$ cat config.mk
export PLATFORM = sky130hd
export DESIGN_NAME = sim_run_controller
export DESIGN_NICKNAME = d
export VERILOG_FILES = /design/src/rtl/run_ctrl_pkg.sv /design/src/rtl/sim_run_controller_led_stable_det.sv /design/src/rtl/sim_run_controller.sv
export SDC_FILE = /design/constraint.sdc
export NUM_CORES = 1
export LEC_CHECK = 0
export CAP_MARGIN = 20
export CORE_ASPECT_RATIO = 1.1
export CORE_MARGIN = 2
export CORE_UTILIZATION = 30
export CTS_BUF_LIST = sky130_fd_sc_hd__clkbuf_4 sky130_fd_sc_hd__clkbuf_8
export DETAILED_ROUTE_END_ITERATION = 8
export PLACE_DENSITY_LB_ADDON = 0.1
export SYNTH_ARGS = -nofsm -noshare
export SYNTH_HDL_FRONTEND = slang
export SYNTH_SLANG_ARGS = --single-unit
$ cat constraint.sdc
create_clock -name clk -period 2.3 [get_ports clk]
set_input_delay 0.69 -clock clk [delete_from_list [all_inputs] [get_ports clk]]
set_output_delay 0.69 -clock clk [all_outputs]
set_load 0.005 [all_outputs]
$ cat src/rtl/run_ctrl_pkg.sv
// Shared types and helpers for the simulation run/verdict controller.
package run_ctrl_pkg;

  typedef enum logic [1:0] {
    RC_RESET = 2'd0,
    RC_RUN   = 2'd1,
    RC_DONE  = 2'd2
  } rc_state_t;

  // tohost value that the core writes to report success
  localparam logic [31:0] TOHOST_PASS = 32'd1;

  // Bits needed to hold values 0..n-1, never less than one bit
  function automatic int cnt_w(input int n);
    return (n < 2) ? 1 : $clog2(n);
  endfunction

endpackage

$ cat src/rtl/sim_run_controller_led_stable_det.sv
// Detects an LED pattern that has held for LED_STABLE consecutive cycles.
// hit is combinational on the cycle that completes the run so the verdict
// registers on the following edge, like a tohost write.
module led_stable_det
  import run_ctrl_pkg::*;
#(
  parameter int               LED_W      = 4,
  parameter int               LED_STABLE = 8,
  parameter logic [LED_W-1:0] PAT        = '1
) (
  input  logic             clk,
  input  logic             rst,
  input  logic             en,
  input  logic [LED_W-1:0] led,
  output logic             hit
);

  localparam int               RUN_W   = cnt_w(LED_STABLE + 1);
  localparam logic [RUN_W-1:0] RUN_MAX = RUN_W'(LED_STABLE - 1);

  logic             match;
  logic [RUN_W-1:0] run_q, run_d;

  assign match = (led == PAT);
  assign hit   = en && match && (run_q == RUN_MAX);

  // Count earlier consecutive matching cycles; any mismatch or leaving RUN clears
  always_comb begin
    run_d = run_q;
    if (!en || !match) begin
      run_d = '0;
    end else if (run_q != RUN_MAX) begin
      run_d = run_q + RUN_W'(1);
    end
  end

  // Run-length register
  always_ff @(posedge clk or negedge rst) begin
    if (!rst) run_q <= '0;
    else      run_q <= run_d;
  end

endmodule

$ cat src/rtl/sim_run_controller.sv
// Run/verdict controller: sequences core reset, counts run cycles and turns
// tohost writes, a stable LED pattern or a timeout into a sticky verdict.
//
// state    | meaning
// RC_RESET | core held in reset for RST_CYCLES cycles
// RC_RUN   | core running, monitors tohost/led, counts cycles
// RC_DONE  | verdict valid and frozen, core halted, waits for restart
module sim_run_controller
  import run_ctrl_pkg::*;
#(
  parameter int               RST_CYCLES     = 4,
  parameter int               TIMEOUT_CYCLES = 1500,
  parameter int               LED_W          = 4,
  parameter int               LED_PASS_EN    = 0,
  parameter logic [LED_W-1:0] LED_PASS_PAT   = LED_W'('hF),
  parameter int               LED_STABLE     = 8,
  localparam int              CNT_W          = cnt_w(TIMEOUT_CYCLES + 1)
) (
  input  logic             clk,
  input  logic             rst,
  input  logic             restart,
  input  logic [LED_W-1:0] led,
  input  logic             tohost_valid,
  input  logic [31:0]      tohost_data,
  output logic             core_rst,
  output logic             running,
  output logic             done,
  output logic             pass,
  output logic             timeout,
  output logic [30:0]      fail_code,
  output logic [CNT_W-1:0] cycle_cnt,
  output logic [15:0]      led_changes
);

  localparam int               RC_W    = cnt_w(RST_CYCLES + 1);
  localparam logic [RC_W-1:0]  RST_MAX = RC_W'(RST_CYCLES - 1);
  localparam logic [CNT_W-1:0] CNT_MAX = CNT_W'(TIMEOUT_CYCLES - 1);

  rc_state_t        state_q, state_d;
  logic [RC_W-1:0]  rst_cnt_q, rst_cnt_d;
  logic [CNT_W-1:0] cycle_cnt_q, cycle_cnt_d;
  logic [15:0]      led_changes_q, led_changes_d;
  logic [LED_W-1:0] led_prev_q, led_prev_d;
  logic             led_prev_vld_q, led_prev_vld_d;
  logic             core_rst_q, core_rst_d;
  logic             running_q, running_d;
  logic             done_q, done_d;
  logic             pass_q, pass_d;
  logic             timeout_q, timeout_d;
  logic [30:0]      fail_code_q, fail_code_d;

  logic det_hit, led_hit, th_term, th_fail;

  led_stable_det #(
    .LED_W      (LED_W),
    .LED_STABLE (LED_STABLE),
    .PAT        (LED_PASS_PAT)
  ) u_led_det (
    .clk (clk),
    .rst (rst),
    .en  (state_q == RC_RUN),
    .led (led),
    .hit (det_hit)
  );

  assign led_hit = (LED_PASS_EN != 0) && det_hit;
  assign th_term = tohost_valid && tohost_data[0];
  assign th_fail = th_term && (tohost_data != TOHOST_PASS);

  // Next-state, counter and verdict logic; priority fail > pass > LED > timeout
  always_comb begin
    state_d        = state_q;
    rst_cnt_d      = rst_cnt_q;
    cycle_cnt_d    = cycle_cnt_q;
    led_changes_d  = led_changes_q;
    led_prev_d     = led_prev_q;
    led_prev_vld_d = led_prev_vld_q;
    core_rst_d     = core_rst_q;
    running_d      = running_q;
    done_d         = done_q;
    pass_d         = pass_q;
    timeout_d      = timeout_q;
    fail_code_d    = fail_code_q;
    case (state_q)
      RC_RESET: begin
        core_rst_d = 1'b1;
        if (rst_cnt_q == RST_MAX) begin
          state_d     = RC_RUN;
          rst_cnt_d   = '0;
          core_rst_d  = 1'b0;
          running_d   = 1'b1;
          cycle_cnt_d = '0;
        end else begin
          rst_cnt_d = rst_cnt_q + RC_W'(1);
        end
      end
      RC_RUN: begin
        if (cycle_cnt_q != CNT_MAX) cycle_cnt_d = cycle_cnt_q + CNT_W'(1);
        led_prev_d     = led;
        led_prev_vld_d = 1'b1;
        if (led_prev_vld_q && (led != led_prev_q) && (led_changes_q != 16'hFFFF))
          led_changes_d = led_changes_q + 16'd1;
        if (th_fail || th_term || led_hit || (cycle_cnt_q == CNT_MAX)) begin
          state_d    = RC_DONE;
          core_rst_d = 1'b1;
          running_d  = 1'b0;
          done_d     = 1'b1;
          if (th_fail) begin
            pass_d      = 1'b0;
            fail_code_d = tohost_data[31:1];
          end else if (th_term || led_hit) begin
            pass_d = 1'b1;
          end else begin
            pass_d    = 1'b0;
            timeout_d = 1'b1;
          end
        end
      end
      RC_DONE: begin
        core_rst_d = 1'b1;
        if (restart) begin
          state_d        = RC_RESET;
          rst_cnt_d      = '0;
          cycle_cnt_d    = '0;
          led_changes_d  = '0;
          led_prev_d     = '0;
          led_prev_vld_d = 1'b0;
          done_d         = 1'b0;
          pass_d         = 1'b0;
          timeout_d      = 1'b0;
          fail_code_d    = '0;
        end
      end
      default: begin
        state_d    = RC_RESET;
        rst_cnt_d  = '0;
        core_rst_d = 1'b1;
        running_d  = 1'b0;
      end
    endcase
  end

  // State, counters and registered outputs
  always_ff @(posedge clk or negedge rst) begin
    if (!rst) begin
      state_q        <= RC_RESET;
      rst_cnt_q      <= '0;
      cycle_cnt_q    <= '0;
      led_changes_q  <= '0;
      led_prev_q     <= '0;
      led_prev_vld_q <= 1'b0;
      core_rst_q     <= 1'b1;
      running_q      <= 1'b0;
      done_q         <= 1'b0;
      pass_q         <= 1'b0;
      timeout_q      <= 1'b0;
      fail_code_q    <= '0;
    end else begin
      state_q        <= state_d;
      rst_cnt_q      <= rst_cnt_d;
      cycle_cnt_q    <= cycle_cnt_d;
      led_changes_q  <= led_changes_d;
      led_prev_q     <= led_prev_d;
      led_prev_vld_q <= led_prev_vld_d;
      core_rst_q     <= core_rst_d;
      running_q      <= running_d;
      done_q         <= done_d;
      pass_q         <= pass_d;
      timeout_q      <= timeout_d;
      fail_code_q    <= fail_code_d;
    end
  end

  assign core_rst    = core_rst_q;
  assign running     = running_q;
  assign done        = done_q;
  assign pass        = pass_q;
  assign timeout     = timeout_q;
  assign fail_code   = fail_code_q;
  assign cycle_cnt   = cycle_cnt_q;
  assign led_changes = led_changes_q;

endmodule

### After elaboration in Yosys (flattened, before gate mapping)

Index checks and enable logic that the tools add are counted.

* register bits after elaboration: 73
* output and inout port bits: 63

* add/sub/neg operators: 3
* equal/unequal tests: 16
* multiplexer cells: 37
* bitwise operators: 2
* reduce and logical (&&, ||, !) cells: 18

Operators with widths (count)
* $mux W31: 3
* $pmux W31 S2: 1
* $mux W11: 3
* $pmux W11 S3: 1
* $mux W16: 2
* $ne A32 B1 Y1 const B: 1
* $pmux W16 S2: 1
* $add A16 B1 Y16 const B: 1
* $ne A16 B16 Y1 const B: 1
* $ne A2 B2 Y1 const B: 8
* $reduce_and A3 Y1: 4
* $add A11 B1 Y11 const B: 1
* $eq A11 B11 Y1 const B: 1
* $mux W1: 11
* $ne A11 B11 Y1 const B: 1
* $pmux W1 S2: 5
* $pmux W3 S3: 1
* $pmux W4 S2: 1
* $reduce_and A4 Y1: 2
* $mux W2: 3
* $mux W3: 2
* $pmux W2 S3: 1
* $reduce_and A5 Y1: 1
* $logic_and A1 B1 Y1: 4
* other kinds (13): 16

### Depth between registers and ports, before layout

* depth after elaboration: 6
* depth in mapped cells: 8

### Worst setup path after synthesis

OpenSTA, ideal clock, no wires.

* path type: register to register
* from: register led_changes_q[0], in the netlist led_changes[0]
* to: register led_changes_q[8], in the netlist led_changes[8]
* library setup time: 0.126 ns
* arrival time: 2.065 ns
* data required time: 2.174 ns
* slack: 0.109 ns
* stages on the path, launching flop included: 8
* buffers on the path: 2
* cells stage by stage: dfrtp_1 -> ha_1 -> nand3_1 -> or4_4 -> and2_1 -> buf_6 -> buf_8 -> a221o_1

* cells in the longest elaborated chain, start to end: 4

Ends and longest elaborated chain
* start, declared: line sim_run_controller.sv:42 `logic [15:0] led_changes_q, led_changes_d;`
* start signal, assigned: line sim_run_controller.sv:162 `led_changes_q <= led_changes_d;`
* parallel branches: the longest is 4 deep, another holds $add A16 B1 Y16

Parallel ways; which one is timed is not known. The select of a mux whose other input is x is not followed.
A chain may end at the register's enable or synchronous reset.

### Worst setup path in the final report

* from: input port tohost_data[22]
* to: register fail_code_q[6], in the netlist fail_code[6]

* cells in the longest elaborated chain, start to end: 6

Ends and longest elaborated chain
* start, declared: line sim_run_controller.sv:24 `input logic [31:0] tohost_data,`
* $ne A32 B1 Y1 (*): line sim_run_controller.sv:68 `assign th_fail = th_term && (tohost_data != TOHOST_PASS);`
* $logic_and A1 B1 Y1 (*): line sim_run_controller.sv:68
* $logic_or A1 B1 Y1 (2 in series): line sim_run_controller.sv:103 `if (th_fail || th_term || led_hit || (cycle_cnt_q == CNT_MAX)) begin`
* $ne A2 B2 Y1 (no line)
* $reduce_and A4 Y1 (no line) (*)
* end signal, assigned: line sim_run_controller.sv:170 `fail_code_q <= fail_code_d;`
* end, declared: line sim_run_controller.sv:50 `logic [30:0] fail_code_q, fail_code_d;`

Every way passes the cells marked *; elsewhere a longest branch is shown, timed or not.

==> run metrics <==
status=finished clean; Pleak=roughly 2.5 nW; global route overflow=0; startpoint types=primary input; synth warn=0; final-stage net count=roughly 580; via/cell ratio=4.70; crit-path max FO=17; Final Critical Period=roughly 2.2 ns; Power Total=5.56 mW; maxcap violations=0; Post CTS Setup Buffer Count=0; Die W=about 110 um; FF-to-FF Start=led_changes[1]; worst rel slew slack=69.7%; Crit Path Category=in2reg; first-pass GRT wire length=between 15000 and 20000 um; DP Wirelength=between 7000 and 8000 um; Setup Viol. Count Final=0; First-pass DRT Iterations=4; num ports=between 100 and 150; num rows=42; Crit-path slowest cell=clkdlybuf4s50_1; cell taking the most area after synthesis=dfrtp_1; die area=around 13000 um^2; Worst-Skew Late Latency=0.34 ns; final hold vios=0; Post-synth EDFFs=0; Post-synth ARST share=between 90% and 100%; layout cells sized above 1=~14%; slowest stage delay, CP=~0.45 ns; Layout area overhead=48.1%; area of the multi-input gates=approximately 1600 um^2; Mapped Cells=approximately 390; largest net degree at the start of global routing=74; TritonCTS clock tree=yes; CTS max path bufs=2; post-synth net total=430; CORE AREA=11900 um^2; synthesized area=roughly 3600 um^2; Initial Util=between 30% and 40%; clk_skew=~0.004 ns; FMAX=~450 MHz; Synth Flop Type=dfrtp_1; WL final=slightly above 10000 um; Die Ht=between 100 and 150 um; unrepaired setup endpoints after global routing=no; Worst-Margin Slew=roughly 0.45 ns; gr usage total=~17%; Worst EP arrival=around 2.4 ns; Worst Hold Class=in2async; number of vias in the routed layout=between 3000 and 4000; Max VDD drop=around 470 uV; required time worst endpoint=around 2.5 ns; top cells by area, synth=dfrtp_1 49%, mux2i_1 9.3%, nand2_1 7.0%, inv_1 3.6%, o21ai_0 3.4%; CTS root buf=clkbuf_8; initial drt markers=140; fin cells=691; ANT cells=0; Setup crit end kind=flip-flop; fin. max-slew vios=0; DR DRC count=0; Fill cells=around 1200; cts bufs inserted=9; fin area=approximately 5400 um^2; drt wl/cell=15.0 um; clock transition at the registers of the reported paths=roughly 0.07 ns; top cells by count, synth=72 x dfrtp_1, 68 x nand2_1, 35 x inv_1; Seq/Total Area, Yosys=about half; area share of the largest cell type after synthesis=49.4%; Synth cell types=46; DRT antenna net count=0; critical path startpoint=tohost_data[22]; clk sinks=between 70 and 80; Final GP Congestion=about 0.82; number of global-route vias before repair=3302; critical-path cell list=clkdlybuf4s50_1 -> nor4_2 -> buf_4 -> nand4_1 -> nor2_1 -> o31ai_4 -> buf_12 -> mux2i_1; PD cells=1030 nW/um^2; Final Cycle Share=96.1%; dpl cell area=5180 um^2; placed instance count=675; Port Buffers=102; most instantiated library cell after synthesis=dfrtp_1; register area=around 1800 um^2; synthesis-stage register bit count=73; H-tree level count=3; Mapped Avg Cell Area=roughly 9.4 um^2; antenna violations before repair=0
==> logic make-up (layout without fill, tap and decap cells) <==
group / Yosys count / after routing / share of synthesized area (%)
and+or+nand+nor: 153 / 153 / 20.5
DFF: 73 / 73 / 50.1
AOI/OAI and AO/OA: 65 / 65 / 11.2
buffers and inverters: 51 / 201 / 5.94
muxes: 34 / 34 / 9.33
xor gates and xnor gates: 8 / 8 / 1.92
adders and majority gates: 3 / 3 / 1.03
==> registers in the layout, summed over array words and instances, names as in the netlist, 2 cells and up <==
signal / cells
led_changes: 16
fail_code: 31
state_q: 2
led_prev_q: 4
rst_cnt_q: 3
cycle_cnt: 11
==> stage by stage <==
step           util, %  hold slack, ns  setup TNS, ns  worst slack, ns
2_1_floorplan        -           0.394              0            0.109
3_3_place_gp      43.4           0.461          -9.97           -0.278
3_5_place_dp      43.4           0.467         -12.97           -0.362
4_1_cts           45.1           0.380              0           0.0138
5_1_grt           45.3           0.369              0          0.00127
6_report          45.3           0.340              0           0.0908
==> path summary, 6_finish.rpt <==
check                             endpoint  slack, ns  depth (start not counted)
min in group clk            led_prev_vld_q       0.49                          2
max                           fail_code[6]       0.09                          8
min reg2reg                 led_prev_vld_q       0.49                          2
min                          fail_code[15]       0.34                          2
max reg2reg                led_changes[13]       0.15                          7
max in group asynchronous         core_rst       1.56                          2
==> worst max-delay path, delay by kind of cell <==
family                 cells  cell delay (ns)
buffers and inverters      3             0.79
AND/OR/NAND/NOR            3             0.70
multiplexers               1             0.13
AO/OA/AOI/OAI              1             0.12
==> per-layer routing <==
layer	track usage, %	wire, um	up-vias
met5	0	0	-
met4	5.77	127	0
met3	2.77	475	9
met2	26.5	4930	86
met1	22.6	4850	1526
li1	-	-	1627
==> report_power, final <==
part           switching (mW)  total (mW)  internal (mW)
Combinational            1.05        2.42           1.37
Clock                   0.482        1.05          0.565
Sequential              0.350        2.09           1.74
==> timing repair <==
| item | CTS | global route |
|---|---|---|
| hold endpoints to repair | 0 | 0 |
| setup endpoints to repair | 0 | 30 |
| resized for setup | 0 | 3 |
| hold buffers | 0 | 0 |
==> cell usage in the layout (no fill, tap or decap), types with 3 or more instances in the layout <==
cell	n
xnor2_1	6
nor2b_1	6
clkbuf_4	3
clkdlybuf4s50_1	101
a21oi_1	11
nor2_1	22
nor3_1	5
nand3b_1	3
a41oi_1	3
buf_4	45
mux2i_1	34
o21ai_0	25
a41o_1	3
a21o_1	4
nor4_1	7
and2_1	3
nand4_1	10
ha_1	3
buf_12	3
clkbuf_8	10
dfrtp_1	72
nand2_1	68
and3_1	5
a31oi_1	7
inv_1	35
nand3_1	11
==> cell type report <==
class	count	share of cell area, %
clock buffer	13	2.97
clock inverter	3	0.741
inverter	35	2.43
multi-input combinational	263	30.3
sequential	73	33.8
tap	154	3.57
timing repair buffer	150	26.2
(Power assumes the default switching activity.)
